**src/rtl/cic3_row_pkg.sv**
```systemverilog
// Shared constants and types for the CIC3 row readout scheduler.
package cic3_row_pkg;

    localparam int NUM_CH = 12;
    localparam int DATA_W = 25;
    localparam int CH_W   = 4;
    localparam int CNT_W  = 8;

    typedef enum logic {
        IDLE = 1'b0,
        SEND = 1'b1
    } sched_state_t;

    typedef logic [DATA_W-1:0] cic_word_t;

endpackage

```
**src/rtl/cic3_lsb_pick.sv**
```systemverilog
// Lowest-set-bit picker over a channel mask, with empty and single-bit flags.
module cic3_lsb_pick
    import cic3_row_pkg::*;
(
    input  logic [NUM_CH-1:0] mask_i,
    output logic [CH_W-1:0]   idx_o,
    output logic              none_o,
    output logic              onehot_o
);

    // Descending scan so the lowest set bit is the last one written.
    always_comb begin
        idx_o = '0;
        for (int k = NUM_CH - 1; k >= 0; k--) begin
            idx_o = mask_i[k] ? CH_W'(k) : idx_o;
        end
        none_o   = (mask_i == '0);
        onehot_o = !none_o && ((mask_i & (mask_i - NUM_CH'(1))) == '0);
    end

endmodule

```
**src/rtl/cic3_row_readout_sched.sv**
```systemverilog
// Snapshots a row of CIC3 outputs on each tick and streams the enabled channels
// in ascending order over one valid/ready port, counting ticks lost to backpressure.
module cic3_row_readout_sched
    import cic3_row_pkg::*;
(
    input  logic                     clk,
    input  logic                     reset,
    input  logic [NUM_CH*DATA_W-1:0] filt_data,
    input  logic                     sample_tick,
    input  logic [NUM_CH-1:0]        chan_en,
    input  logic                     out_ready,
    input  logic                     overrun_clr,
    output logic                     out_valid,
    output logic [DATA_W-1:0]        out_data,
    output logic [CH_W-1:0]          out_chan,
    output logic [CNT_W-1:0]         out_frame,
    output logic                     out_last,
    output logic                     busy,
    output logic                     overrun,
    output logic [CNT_W-1:0]         overrun_cnt
);

    sched_state_t              state_q, state_d;
    logic [NUM_CH*DATA_W-1:0]  snap_q, snap_d;
    logic [NUM_CH-1:0]         pend_q, pend_d;
    logic [CNT_W-1:0]          frame_cnt_q, frame_cnt_d;
    logic                      out_valid_q, out_valid_d;
    cic_word_t                 out_data_q, out_data_d;
    logic [CH_W-1:0]           out_chan_q, out_chan_d;
    logic [CNT_W-1:0]          out_frame_q, out_frame_d;
    logic                      out_last_q, out_last_d;
    logic                      busy_q, busy_d;
    logic                      overrun_q, overrun_d;
    logic [CNT_W-1:0]          overrun_cnt_q, overrun_cnt_d;

    logic                      hs_s, final_hs_s, accept_s, drop_s;
    logic [CH_W-1:0]           pick_idx_s;
    logic                      pick_none_s, pick_onehot_s;

    // Frame control: handshake retires the lowest pending bit, accepted tick reloads.
    always_comb begin
        hs_s        = out_valid_q & out_ready;
        final_hs_s  = hs_s & out_last_q;
        accept_s    = sample_tick & ((state_q == IDLE) | final_hs_s);
        drop_s      = sample_tick & (state_q == SEND) & ~final_hs_s;
        snap_d      = snap_q;
        frame_cnt_d = frame_cnt_q;
        out_frame_d = out_frame_q;
        if (hs_s) begin
            pend_d = pend_q & (pend_q - NUM_CH'(1));
        end else begin
            pend_d = pend_q;
        end
        if (accept_s) begin
            snap_d      = filt_data;
            pend_d      = chan_en;
            out_frame_d = frame_cnt_q;
            frame_cnt_d = frame_cnt_q + CNT_W'(1);
        end else begin
            frame_cnt_d = frame_cnt_q;
        end
        state_d = (pend_d != '0) ? SEND : IDLE;
    end

    cic3_lsb_pick u_pick (
        .mask_i   (pend_d),
        .idx_o    (pick_idx_s),
        .none_o   (pick_none_s),
        .onehot_o (pick_onehot_s)
    );

    // Next beat presentation, derived from the post-update pending mask.
    always_comb begin
        out_valid_d = ~pick_none_s;
        out_chan_d  = pick_idx_s;
        out_last_d  = pick_onehot_s;
        busy_d      = (state_d == SEND);
        out_data_d  = '0;
        for (int k = 0; k < NUM_CH; k++) begin
            out_data_d = (pick_idx_s == CH_W'(k)) ? snap_d[k*DATA_W +: DATA_W] : out_data_d;
        end
    end

    // Sticky overrun flag and saturating drop counter; a drop beats a same-cycle clear.
    always_comb begin
        if (overrun_clr) begin
            overrun_d     = drop_s;
            overrun_cnt_d = drop_s ? CNT_W'(1) : CNT_W'(0);
        end else if (drop_s) begin
            overrun_d     = 1'b1;
            overrun_cnt_d = (overrun_cnt_q == {CNT_W{1'b1}}) ? overrun_cnt_q
                                                              : overrun_cnt_q + CNT_W'(1);
        end else begin
            overrun_d     = overrun_q;
            overrun_cnt_d = overrun_cnt_q;
        end
    end

    // State and output registers.
    always_ff @(posedge clk) begin
        if (reset) begin
            state_q       <= IDLE;
            snap_q        <= '0;
            pend_q        <= '0;
            frame_cnt_q   <= '0;
            out_valid_q   <= 1'b0;
            out_data_q    <= '0;
            out_chan_q    <= '0;
            out_frame_q   <= '0;
            out_last_q    <= 1'b0;
            busy_q        <= 1'b0;
            overrun_q     <= 1'b0;
            overrun_cnt_q <= '0;
        end else begin
            state_q       <= state_d;
            snap_q        <= snap_d;
            pend_q        <= pend_d;
            frame_cnt_q   <= frame_cnt_d;
            out_valid_q   <= out_valid_d;
            out_data_q    <= out_data_d;
            out_chan_q    <= out_chan_d;
            out_frame_q   <= out_frame_d;
            out_last_q    <= out_last_d;
            busy_q        <= busy_d;
            overrun_q     <= overrun_d;
            overrun_cnt_q <= overrun_cnt_d;
        end
    end

    assign out_valid   = out_valid_q;
    assign out_data    = out_data_q;
    assign out_chan    = out_chan_q;
    assign out_frame   = out_frame_q;
    assign out_last    = out_last_q;
    assign busy        = busy_q;
    assign overrun     = overrun_q;
    assign overrun_cnt = overrun_cnt_q;

endmodule

```
**config.mk**
```make
export PLATFORM = sky130hd
export DESIGN_NAME = cic3_row_readout_sched
export DESIGN_NICKNAME = d
export VERILOG_FILES = /design/src/rtl/cic3_row_pkg.sv /design/src/rtl/cic3_lsb_pick.sv /design/src/rtl/cic3_row_readout_sched.sv
export SDC_FILE = /design/constraint.sdc
export NUM_CORES = 1
export LEC_CHECK = 0
export ABC_AREA = 1
export CORE_MARGIN = 2
export CORE_UTILIZATION = 51
export CTS_BUF_LIST = sky130_fd_sc_hd__clkbuf_8
export DETAILED_ROUTE_END_ITERATION = 10
export HOLD_SLACK_MARGIN = 0.08
export PLACE_DENSITY = 0.81
export RECOVER_POWER = 100
export SYNTH_ARGS = -nofsm -noshare
export SYNTH_HDL_FRONTEND = slang
export SYNTH_SLANG_ARGS = --single-unit
```
**constraint.sdc**
```tcl
create_clock -name clk -period 3.32 [get_ports clk]
set_input_delay 0.498 -clock clk [delete_from_list [all_inputs] [get_ports clk]]
set_output_delay 0.498 -clock clk [all_outputs]
set_load 0.005 [all_outputs]
```
==> impl_metrics.tcl <==
set metrics [dict create \
    drv_slew 0 \
    grt_max_degree 132 \
    gp_congestion 0.890 \
    routed_wl_um 53200 \
    grt_overflow 0 \
    setup_viol 0 \
    grtUsageMet3 0.0707 \
    clock_latency_ps 610 \
    hold-path-endpoint "pend_q[0]" \
    hp-class "in2reg" \
    initial_core_util 0.521 \
    yosys_warnings 0 \
    final-hold-violation-count 0 \
    setup_ws_ps 141 \
    ys.flop_type "dfxtp_1" \
    cts_tree "built" \
    grt_usage 0.305 \
    min_from "reset" \
    leakage_uw 0.0106 \
    postCtsHoldBufs 0 \
    synth_common_cells "nor2_1, dfxtp_1, inv_1, mux2i_1, nand2_1" \
    holdPathStages 2 \
    num_io_pins 366 \
    fp.dieH_um 184 \
    htree_levels 2 \
    nNetsFinal 2871 \
    fin_crit_ps 3180 \
    critPathLaunch "sample_tick" \
    synth_nets 2422 \
    avgSynthCellArea_um2 7.86 \
    wl_per_cell_um 17.7 \
    synth-seq-area-share 0.446 \
    drt_pre_antenna_iters 7 \
    critical_path_class "in2reg" \
    dp_hpwl_um 38300 \
    port_buffers 365 \
    die_w_um 184 \
    synth_cell_type_count 43 \
    worstMarginPinSlew_ps 1150 \
    dieArea_um2 33900 \
    nFillCells 2490 \
    ant_nets 0 \
    netlist_area_um2 16500 \
    fin_worst_skew_ps 33.2 \
    synth_edf_count 0 \
    synthToLayoutAreaGrowth_pct 38.7 \
    rr_startpoint "out_last" \
    peakVddDrop_v 0.000451 \
    maxSlewHeadroom 0.235 \
    ys_ff_latch 368 \
    whs_ps 347 \
    maxCapViolations 0 \
    grt_pass1_vias 15400 \
    startpoint_type "input port" \
    yosysTopAreaCell "dfxtp_1" \
    worstPathArrival_ps 3680 \
    min_period_over_period 0.958 \
    yosysTopAreaCellShare 0.446 \
    worstSetupEndpointType "register" \
    cts-root-buf "clkbuf_8" \
    rows 65 \
    synth_cells 2103 \
    drive_gt1_frac 0.168 \
    routed_via_density 5.25 \
    busiest_layer "met2" \
    clk_pin_slew_ps 60 \
    numCtsBuffers 60 \
    drc 0 \
    met1_usage 0.383 \
    r2r-end "out_data[10]" \
    use_met2 0.492 \
    vias 15800 \
    power_density_nw_per_um2 571 \
    worstPathMaxFanout 18 \
    coreArea_um2 31700 \
    reg2reg_depth 20 \
    regToRegSetupSlack_ps 140 \
    synth_area_leaders "dfxtp_1, mux2i_1, nor2_1, or2_2, inv_1" \
    clockBufferDepth 3 \
    synthArstFlopShare 0 \
    max_freq_mhz 315 \
    antenna_found_initial 11 \
    clock_sinks 368 \
    drtIter0Drc 1062 \
    synthMostInstantiatedCell "nor2_1" \
    grt_pass1_wl_um 80900 \
    critical_path_required_ps 3830 \
    status "finished, final reports clean" \
    post-place-ws_ps -543 \
    finish.utilization 0.723 \
]
## sequential cells by signal (all words and copies together), names as in the netlist
signal,flops
snap_q,300
out_last,1
overrun_cnt,8
out_data,25
out_chan,4
frame_cnt_q,8
out_valid,1
overrun,1
out_frame,8
pend_q,12
## per-stage QoR
stage / total power (uW) / instances / TNS (ps) / instance area [um^2]
after CTS: 13000 / 2992 / 0 / 22700
after global routing: 13700 / 3006 / -107 / 22900
after floorplan: 7040 / 2103 / 0 / 16500
final: 13100 / 3009 / 0 / 22900
after detailed placement: 8910 / 2884 / -11450 / 21400
after global placement: 8820 / 2884 / -8510 / 21400
## routing by layer
metal	share of wire	vias up
li1	-	7738
met2	0.46	659
met1	0.41	7248
met4	0.050	4
met5	0.00047	-
met3	0.078	147
## area by class of cell
class	count	area (um^2)	share of cell area
Multi-Input combinational cell	1375	7850	0.342
Sequential cell	368	7370	0.321
Timing Repair Buffer	525	5070	0.221
Clock buffer	80	1100	0.0480
Inverter	222	846	0.0369
Tap cell	402	503	0.0219
Clock inverter	28	175	0.00764
Antenna cell	9	22.5	0.000982
## worst max-delay path by stage
stage | slack (ps) | endpoint
after floorplan | 520 | out_data[3]
after global placement | -460 | out_data[10]
after detailed placement | -540 | out_data[10]
after CTS | 70 | out_data[22]
after global routing | -40 | out_data[24]
final | 140 | out_data[10]
## placed cells by master, fill, tap and decap left out, types with 40 or more instances in the layout
cell / synthesis / layout
nand2_1: 182 / 177
clkdlybuf4s50_1: 0 / 363
dfxtp_1: 368 / 367
inv_1: 214 / 229
a211oi_1: 48 / 48
a21oi_1: 42 / 40
nor2_1: 418 / 410
clkbuf_8: 0 / 80
nand4_1: 105 / 105
buf_4: 5 / 142
mux2i_1: 192 / 192
or2_2: 133 / 133
o21ai_0: 123 / 123
## cell families after synthesis
kind of cell / synth area share
multiplexers: 0.116
AND/OR/NAND/NOR: 0.268
XOR/XNOR: 0.000530
buffers and inverters: 0.0859
adder cells (fa/ha/maj): 0.00151
flip-flops: 0.446
AO/OA/AOI/OAI: 0.0821
## critical path, stage by stage
cell and delay, ps:
clkdlybuf4s50_1 500, inv_2 70, a21oi_4 190, buf_12 180, nor3_1 60, a21oi_1 170
nand2_1 170, nor2_4 190, nand2_2 100, nor2_4 110, nor2_4 80, buf_4 140
buf_4 150, nand4_1 90, nand3_1 210, nor2_2 180, nand4_1 160, nand2_1 170
nand4_1 130, nand2_1 90, inv_1 30
## report_power, final
part | switching [uW] | leakage, uW | total, uW | internal, uW
Clock | 1810 | 0.000720 | 4110 | 2290
Sequential | 130 | 0.00302 | 4970 | 4840
Combinational | 2200 | 0.00689 | 4010 | 1810
Total | 4140 | 0.0106 | 13100 | 8950
## what timing repair did
item,in CTS,in global routing
resized for setup,0,37
buffers inserted,0,8
endpoints found under the setup margin,0,25
Note: power is estimated with default switching activity, not from simulation.
